[src/rtl/reset_sequencer.sv]
// reset_sequencer
//   Reset controller that sits downstream of the reset RC filter. It arbitrates
//   between the filtered system reset, an external fault level, a software
//   reboot request and an optional watchdog. It releases the PLL, hub and cog
//   reset domains in a fixed, timed order and then pulses boot_start. It also
//   keeps a sticky reset-cause register for hub software.
//
//   Optional feature: define WATCHDOG_EN to build the RUN-state watchdog.
//   Without it, wdt_kick is ignored and cause[2] stays 0.
//
// Ports
//   clock_160  : system clock, all logic on the rising edge
//   res        : synchronous active-high reset (filtered system reset)
//   ext_fault  : brown-out / external fault level, holds reset while high
//   sw_reboot  : single-cycle reboot request from the hub (honoured in RUN)
//   pll_lock   : PLL lock indicator, already synchronous to clock_160
//   wdt_kick   : watchdog reload pulse
//   cause_clr  : clears the cause register
//   res_pll    : PLL domain reset, active high
//   res_hub    : hub domain reset, active high
//   res_cog    : cog domain reset, active high
//   boot_start : one-cycle pulse when the cogs leave reset
//   busy       : high in every state except RUN
//   cause      : sticky cause, [0] power-on/res, [1] software, [2] watchdog

module reset_sequencer #(
  parameter logic [31:0] HOLD_CYCLES = 32'd16,
  parameter logic [31:0] PLL_WAIT    = 32'd1600,
  parameter logic [31:0] STAGE_GAP   = 32'd4,
  parameter logic [31:0] WDT_CYCLES  = 32'd160_000_000
) (
  input  logic       clock_160,
  input  logic       res,
  input  logic       ext_fault,
  input  logic       sw_reboot,
  input  logic       pll_lock,
  input  logic       wdt_kick,
  input  logic       cause_clr,
  output logic       res_pll,
  output logic       res_hub,
  output logic       res_cog,
  output logic       boot_start,
  output logic       busy,
  output logic [2:0] cause
);

  // Counters load N-1 so a stage lasts N cycles; a zero parameter degenerates
  // to the one-cycle minimum stage.
  localparam logic [31:0] HOLD_LOAD = (HOLD_CYCLES == 32'd0) ? 32'd0 : HOLD_CYCLES - 32'd1;
  localparam logic [31:0] PLL_LOAD  = (PLL_WAIT    == 32'd0) ? 32'd0 : PLL_WAIT    - 32'd1;
  localparam logic [31:0] GAP_LOAD  = (STAGE_GAP   == 32'd0) ? 32'd0 : STAGE_GAP   - 32'd1;

  typedef enum logic [1:0] {
    ST_HOLD,
    ST_PLL_WAIT,
    ST_HUB,
    ST_RUN
  } state_t;

  state_t      state;
  logic [31:0] cnt;
  logic        wdt_expire;
  logic        sw_take;
  logic        wdt_take;

`ifdef WATCHDOG_EN
  localparam logic [31:0] WDT_LOAD = (WDT_CYCLES == 32'd0) ? 32'd0 : WDT_CYCLES - 32'd1;

  logic [31:0] wdt;
  logic        run_entry;

  // Same condition the main FSM uses to step from HUB into RUN.
  assign run_entry = (state == ST_HUB) && (cnt == 32'd0) && !ext_fault;

  // Watchdog counter: reloaded on RUN entry and on every kick in RUN, counts
  // down during RUN and is frozen everywhere else.
  always_ff @(posedge clock_160) begin
    if (res) begin
      wdt <= WDT_LOAD;
    end else if (run_entry) begin
      wdt <= WDT_LOAD;
    end else if (state == ST_RUN) begin
      if (wdt_kick) begin
        wdt <= WDT_LOAD;
      end else if (wdt != 32'd0) begin
        wdt <= wdt - 32'd1;
      end
    end
  end

  // A kick in the expiry cycle still rescues the system.
  assign wdt_expire = (state == ST_RUN) && (wdt == 32'd0) && !wdt_kick;
`else
  logic unused_wdt;
  assign unused_wdt = wdt_kick ^ (|WDT_CYCLES);
  assign wdt_expire = 1'b0;
`endif

  // External fault outranks both recorded reboot sources, so neither sets a
  // cause bit in a cycle where ext_fault is high.
  assign sw_take  = (state == ST_RUN) && sw_reboot && !ext_fault;
  assign wdt_take = wdt_expire && !ext_fault;

  // Sequencing FSM with registered outputs and the sticky cause register.
  always_ff @(posedge clock_160) begin
    if (res) begin
      state      <= ST_HOLD;
      cnt        <= HOLD_LOAD;
      res_pll    <= 1'b1;
      res_hub    <= 1'b1;
      res_cog    <= 1'b1;
      boot_start <= 1'b0;
      busy       <= 1'b1;
      cause      <= 3'b001;
    end else begin
      boot_start <= 1'b0;
      cause      <= (cause_clr ? 3'b000 : cause) | {wdt_take, sw_take, 1'b0};

      if (ext_fault) begin
        state   <= ST_HOLD;
        cnt     <= HOLD_LOAD;
        res_pll <= 1'b1;
        res_hub <= 1'b1;
        res_cog <= 1'b1;
        busy    <= 1'b1;
      end else begin
        case (state)
          ST_HOLD: begin
            if (cnt == 32'd0) begin
              state   <= ST_PLL_WAIT;
              cnt     <= PLL_LOAD;
              res_pll <= 1'b0;
            end else begin
              cnt <= cnt - 32'd1;
            end
          end

          // Counter saturates at zero so a late lock releases the hub on
          // the very next edge.
          ST_PLL_WAIT: begin
            if ((cnt == 32'd0) && pll_lock) begin
              state   <= ST_HUB;
              cnt     <= GAP_LOAD;
              res_hub <= 1'b0;
            end else if (cnt != 32'd0) begin
              cnt <= cnt - 32'd1;
            end
          end

          ST_HUB: begin
            if (cnt == 32'd0) begin
              state      <= ST_RUN;
              res_cog    <= 1'b0;
              busy       <= 1'b0;
              boot_start <= 1'b1;
            end else begin
              cnt <= cnt - 32'd1;
            end
          end

          ST_RUN: begin
            if (sw_take || wdt_take) begin
              state   <= ST_HOLD;
              cnt     <= HOLD_LOAD;
              res_pll <= 1'b1;
              res_hub <= 1'b1;
              res_cog <= 1'b1;
              busy    <= 1'b1;
            end
          end

          default: begin
            state   <= ST_HOLD;
            cnt     <= HOLD_LOAD;
            res_pll <= 1'b1;
            res_hub <= 1'b1;
            res_cog <= 1'b1;
            busy    <= 1'b1;
          end
        endcase
      end
    end
  end

endmodule

[config.mk]
export PLATFORM = sky130hd
export DESIGN_NAME = reset_sequencer
export DESIGN_NICKNAME = d
export VERILOG_FILES = /design/src/rtl/reset_sequencer.sv
export SDC_FILE = /design/constraint.sdc
export NUM_CORES = 1
export LEC_CHECK = 0
export CORE_UTILIZATION = 45
export CTS_BUF_LIST = sky130_fd_sc_hd__clkbuf_16
export CTS_CLUSTER_SIZE = 20
export DETAILED_ROUTE_END_ITERATION = 6
export SYNTH_ARGS = -nofsm -noshare
export SYNTH_HDL_FRONTEND = slang
export SYNTH_SLANG_ARGS = --single-unit
[constraint.sdc]
create_clock -name clock_160 -period 5.2 [get_ports clock_160]
set_input_delay 1.04 -clock clock_160 [delete_from_list [all_inputs] [get_ports clock_160]]
set_output_delay 1.04 -clock clock_160 [all_outputs]
set_load 0.05 [all_outputs]
==> results.txt <==
The flow ran to the end, and the final reports show no timing, DRC or antenna violations. The number of antenna violations at the first check in global routing was 0. The number of buffers on the longest clock path is 2. The synthesized instance count came out at about 270. The clock buffer count from CTS is 5.

For this design the static power due to leakage is 0.930 nW. The H-tree generated during clock tree synthesis spans 2 levels. In this run the tightest slew margin relative to its limit is 0.340. The library cell used most frequently in the layout, excluding fill and tap cells, is sky130_fd_sc_hd__dfxtp_1. The total inserted antenna cells came out at 0. The final layout net count came out at 292. The post-detailed-route DRC marker count is 0. The synthesized design spends more area on one cell type than any other, namely sky130_fd_sc_hd__dfxtp_1. In this run the count of I/O pins placed on the die edge is 15. The routability congestion estimate is 0.766.

The number of max-capacitance violations reported is 0. The area share of the largest cell type after synthesis came out at 0.361. The critical path is of the in -> reg type.

The pin count of the biggest net entering global routing came out at 19. The floorplan step defined a die boundary enclosing ~5200 um2. The worst hold path belongs to the class reg -> reg.

For this run, the top clock speed supported by timing is 0.297 GHz. The highest layer touched by signal routing is met4. The post-synthesis instance area came out at about 2200 um2. Setup repair after global routing left no endpoint under its margin. During synthesis, Yosys emitted a total of 0 warnings. The worst slack on hold paths is ~0.45 ns. In this run the remaining antenna-violating nets after routing total 0.

Before CTS, the worst setup slack after placement is 1.58 ns. The setup slack of the worst register-to-register path is ~2.3 ns. The number of endpoints with negative hold slack in the final report came out at 0.

The unique cell type count in the Yosys netlist is 49. The worst setup path is launched from a primary input. The CTS tree is built. The number of cells upsized or downsized after cts came out at 0. The first-pass iteration count of the detailed router came out at 5. In the post-route analysis, the smallest setup slack over all paths is 1.83 ns. Once the clock tree was built, the setup fixing pass inserted 0 buffers.

The clock tree skew after final layout is between 0.005 and 0.006 ns. Of the synthesized area, sequential elements account for 0.361. Tracing the worst setup path back leads to its startpoint at pll_lock. Counting flops with a built-in enable in the synthesized netlist gives 0. The global route total overflow came out at 0. For the final routed database, the setup TNS stands at 0 ns.

Measured along the x axis, the die boundary spans just over 70 um. Each instance of the synthesized netlist takes up on average ~8.1 um2. The filler cells instantiated in the layout total roughly 480. The final clock period utilization by the worst path is 0.648.

The clock sink count came out at 40. The fraction of power spent switching nets is 0.218. The startpoint identified for the worst hold timing path is cnt[11]. Of all nets on the critical path, the largest fanout is 14. The synthesized netlist net count is approximately 290. For this block, wires on met1 add up to 2550 um. The fraction of registers with async set/reset is 0.

The number of synthesized register bits is 40. The power share of the sequential group is 0.493. Among all flip-flop cells after synthesis, the most frequent one is sky130_fd_sc_hd__dfxtp_1. Cell internal power was estimated by the tool at 490 uW.

For this run, the total global-route usage over all layers was measured as 0.219. The detailed route wirelength on metal2 is approximately 2500 um. The final-report max-slew violation count came out at 0. The smallest clock period supported by the final layout is computed as 3.37 ns. The detailed router placed 2,040 vias in this run. After clock tree synthesis, the flow added hold-fix buffers numbering 0. The root cell of the clock tree is sky130_fd_sc_hd__clkbuf_16. The startpoint identified for the worst register-to-register timing path is cnt[8]. The switching power total came out at 136 uW. The starting DRC count in detailed routing is 181. The placeable core area is between 4000 and 5000 um2. The number of port buffers came out at 12. The detail-routed via count per cell is 5.88. The data arrival time of the worst path is 3.57 ns.

The slowest stage of the critical path is the sky130_fd_sc_hd__nor2_1 cell. The ratio of total power to cell area is ~250 nW/um2. Setup violations remaining at the end of the flow were counted as 0. The wire length on met3 came out at 262 um. The starting utilization of the core area came out at 0.470. The critical path capture point type is a flip-flop. Sorting the synthesized cells by area gives the leading types as sky130_fd_sc_hd__dfxtp_1 36%, sky130_fd_sc_hd__nor2_1 6.1%, sky130_fd_sc_hd__nand2_1 3.5%, sky130_fd_sc_hd__a21oi_1 3.4%, sky130_fd_sc_hd__o22ai_1 3.1%. The area overhead of the layout relative to synthesis came out at 11.8%. The height of the die came out at 72.3 um. The share of cells above drive strength 1 came out at 0.0679. The first global-routing pass estimated 8910 um of wire. The number of global-route vias before repair is between 1,500 and 2,000. The data required time of the critical path is 5.40 ns. The slew of the pin with the lowest slew margin came out at 0.987 ns. The delay of the slowest cell on the worst path came out at 0.77 ns. At the later pin of the worst-skew pair, clock insertion delay measures approximately 0.28 ns. The number of cell rows is 25. The per-cell routed wire length came out at 15.6 um. The half-perimeter wire length after placement came out at 3850 um. The combinational group share of total power came out at 0.043. The signal on the critical path passes through clkdlybuf4s50_1, nand2b_1, a211oi_1, and4_1, nor2_1, nand2_1, o22ai_1. The share of total power dissipated in the clock network is 0.464. The library cells used most frequently in the layout, excluding fill and tap cells, are 40 x sky130_fd_sc_hd__dfxtp_1, 36 x sky130_fd_sc_hd__nor2_1, 21 x sky130_fd_sc_hd__nand2_1. The clock-pin slew on the worst setup and hold paths is around 0.060 ns. The overall routed net length came out at about 5400 um. VDD sags by at most 0.131 mV. At the end of the flow the core is filled with cells to 0.526.
==> flip-flops by register name (all words and copies together), names as in the netlist <==
| register | count |
|---|---|
| cnt | 32 |
| state | 2 |
| busy | 1 |
| cause | 2 |
| res_pll | 1 |
| boot_start | 1 |
| res_hub | 1 |
==> cells in the mapped netlist, types with 2 or more instances <==
library cell	number
sky130_fd_sc_hd__nand3b_1	2
sky130_fd_sc_hd__or3_4	2
sky130_fd_sc_hd__buf_4	2
sky130_fd_sc_hd__nor3_1	13
sky130_fd_sc_hd__dfxtp_1	40
sky130_fd_sc_hd__nor2_1	36
sky130_fd_sc_hd__or3_1	4
sky130_fd_sc_hd__a22o_1	7
sky130_fd_sc_hd__ha_1	5
sky130_fd_sc_hd__o2bb2ai_1	5
sky130_fd_sc_hd__nand3_1	10
sky130_fd_sc_hd__a211oi_1	2
sky130_fd_sc_hd__o21ai_0	5
sky130_fd_sc_hd__nand2_1	21
sky130_fd_sc_hd__a311oi_1	2
sky130_fd_sc_hd__o22ai_1	11
sky130_fd_sc_hd__and4_1	5
sky130_fd_sc_hd__a21oi_1	15
sky130_fd_sc_hd__nand4_1	5
sky130_fd_sc_hd__nor3b_1	2
sky130_fd_sc_hd__or2_2	5
sky130_fd_sc_hd__o211ai_1	4
sky130_fd_sc_hd__or4_4	2
sky130_fd_sc_hd__clkbuf_1	6
sky130_fd_sc_hd__or4_1	3
sky130_fd_sc_hd__xnor2_1	6
sky130_fd_sc_hd__o31ai_1	4
sky130_fd_sc_hd__buf_2	2
sky130_fd_sc_hd__nor4_1	9
sky130_fd_sc_hd__inv_1	8
sky130_fd_sc_hd__a21o_1	3
sky130_fd_sc_hd__xor2_1	6
sky130_fd_sc_hd__buf_6	2
sky130_fd_sc_hd__nand2b_1	4
==> through the flow <==
step	power, mW	area [um2]	cells
final	0.626	2480	347
after global routing	0.649	2480	347
after CTS	0.631	2480	347
after detailed placement	0.342	2350	340
after global placement	0.342	2350	340
after floorplan	0.333	2220	273
==> worst paths after layout <==
check / end / depth (start not counted)
min reg2reg: cnt[11] / 2
max reg2reg: cnt[23] / 6
max: cnt[11] / 7
min: cnt[11] / 2
==> layout make-up <==
type                            count  area (um2)  area share
Clock inverter                      2        8.76     0.00353
Timing Repair Buffer               13         128      0.0514
Tap cell                           67        83.8      0.0338
Inverter                            8        30.0      0.0121
Sequential cell                    40         801       0.323
Multi-Input combinational cell    212        1310       0.526
Clock buffer                        5         125      0.0504
==> layer usage <==
layer,up-vias,global-route usage
met4,0,0.0632
met2,43,0.370
met1,970,0.284
met5,-,0
met3,5,0.0417
li1,1022,-
==> power by group through the flow <==
stage | sequential (mW) | combinational [mW] | clock, mW
finish | 0.309 | 0.0268 | 0.291
global route | 0.309 | 0.0287 | 0.312
CTS | 0.309 | 0.0266 | 0.296
detailed placement | 0.316 | 0.0266 | 0
global placement | 0.316 | 0.0263 | 0
floorplan | 0.317 | 0.0162 | 0
==> critical path, delay by kind of cell <==
family	cells	cell delay, ns
buffers and inverters	1	0.55
AO/OA/AOI/OAI	2	0.35
AND/OR/NAND/NOR	4	1.63
==> kinds of logic (layout without fill, tap and decap cells) <==
family | after synthesis | in the layout | share of synthesized area
flip-flops | 40 | 40 | 0.361
other | 1 | 1 | 0.00169
XOR/XNOR | 12 | 12 | 0.0473
buffers and inverters | 21 | 28 | 0.0513
AND/OR/NAND/NOR | 127 | 127 | 0.302
adder cells (fa/ha/maj) | 5 | 5 | 0.0282
AO/OA/AOI/OAI | 67 | 67 | 0.209
Note: power is estimated with default switching activity, not from simulation.
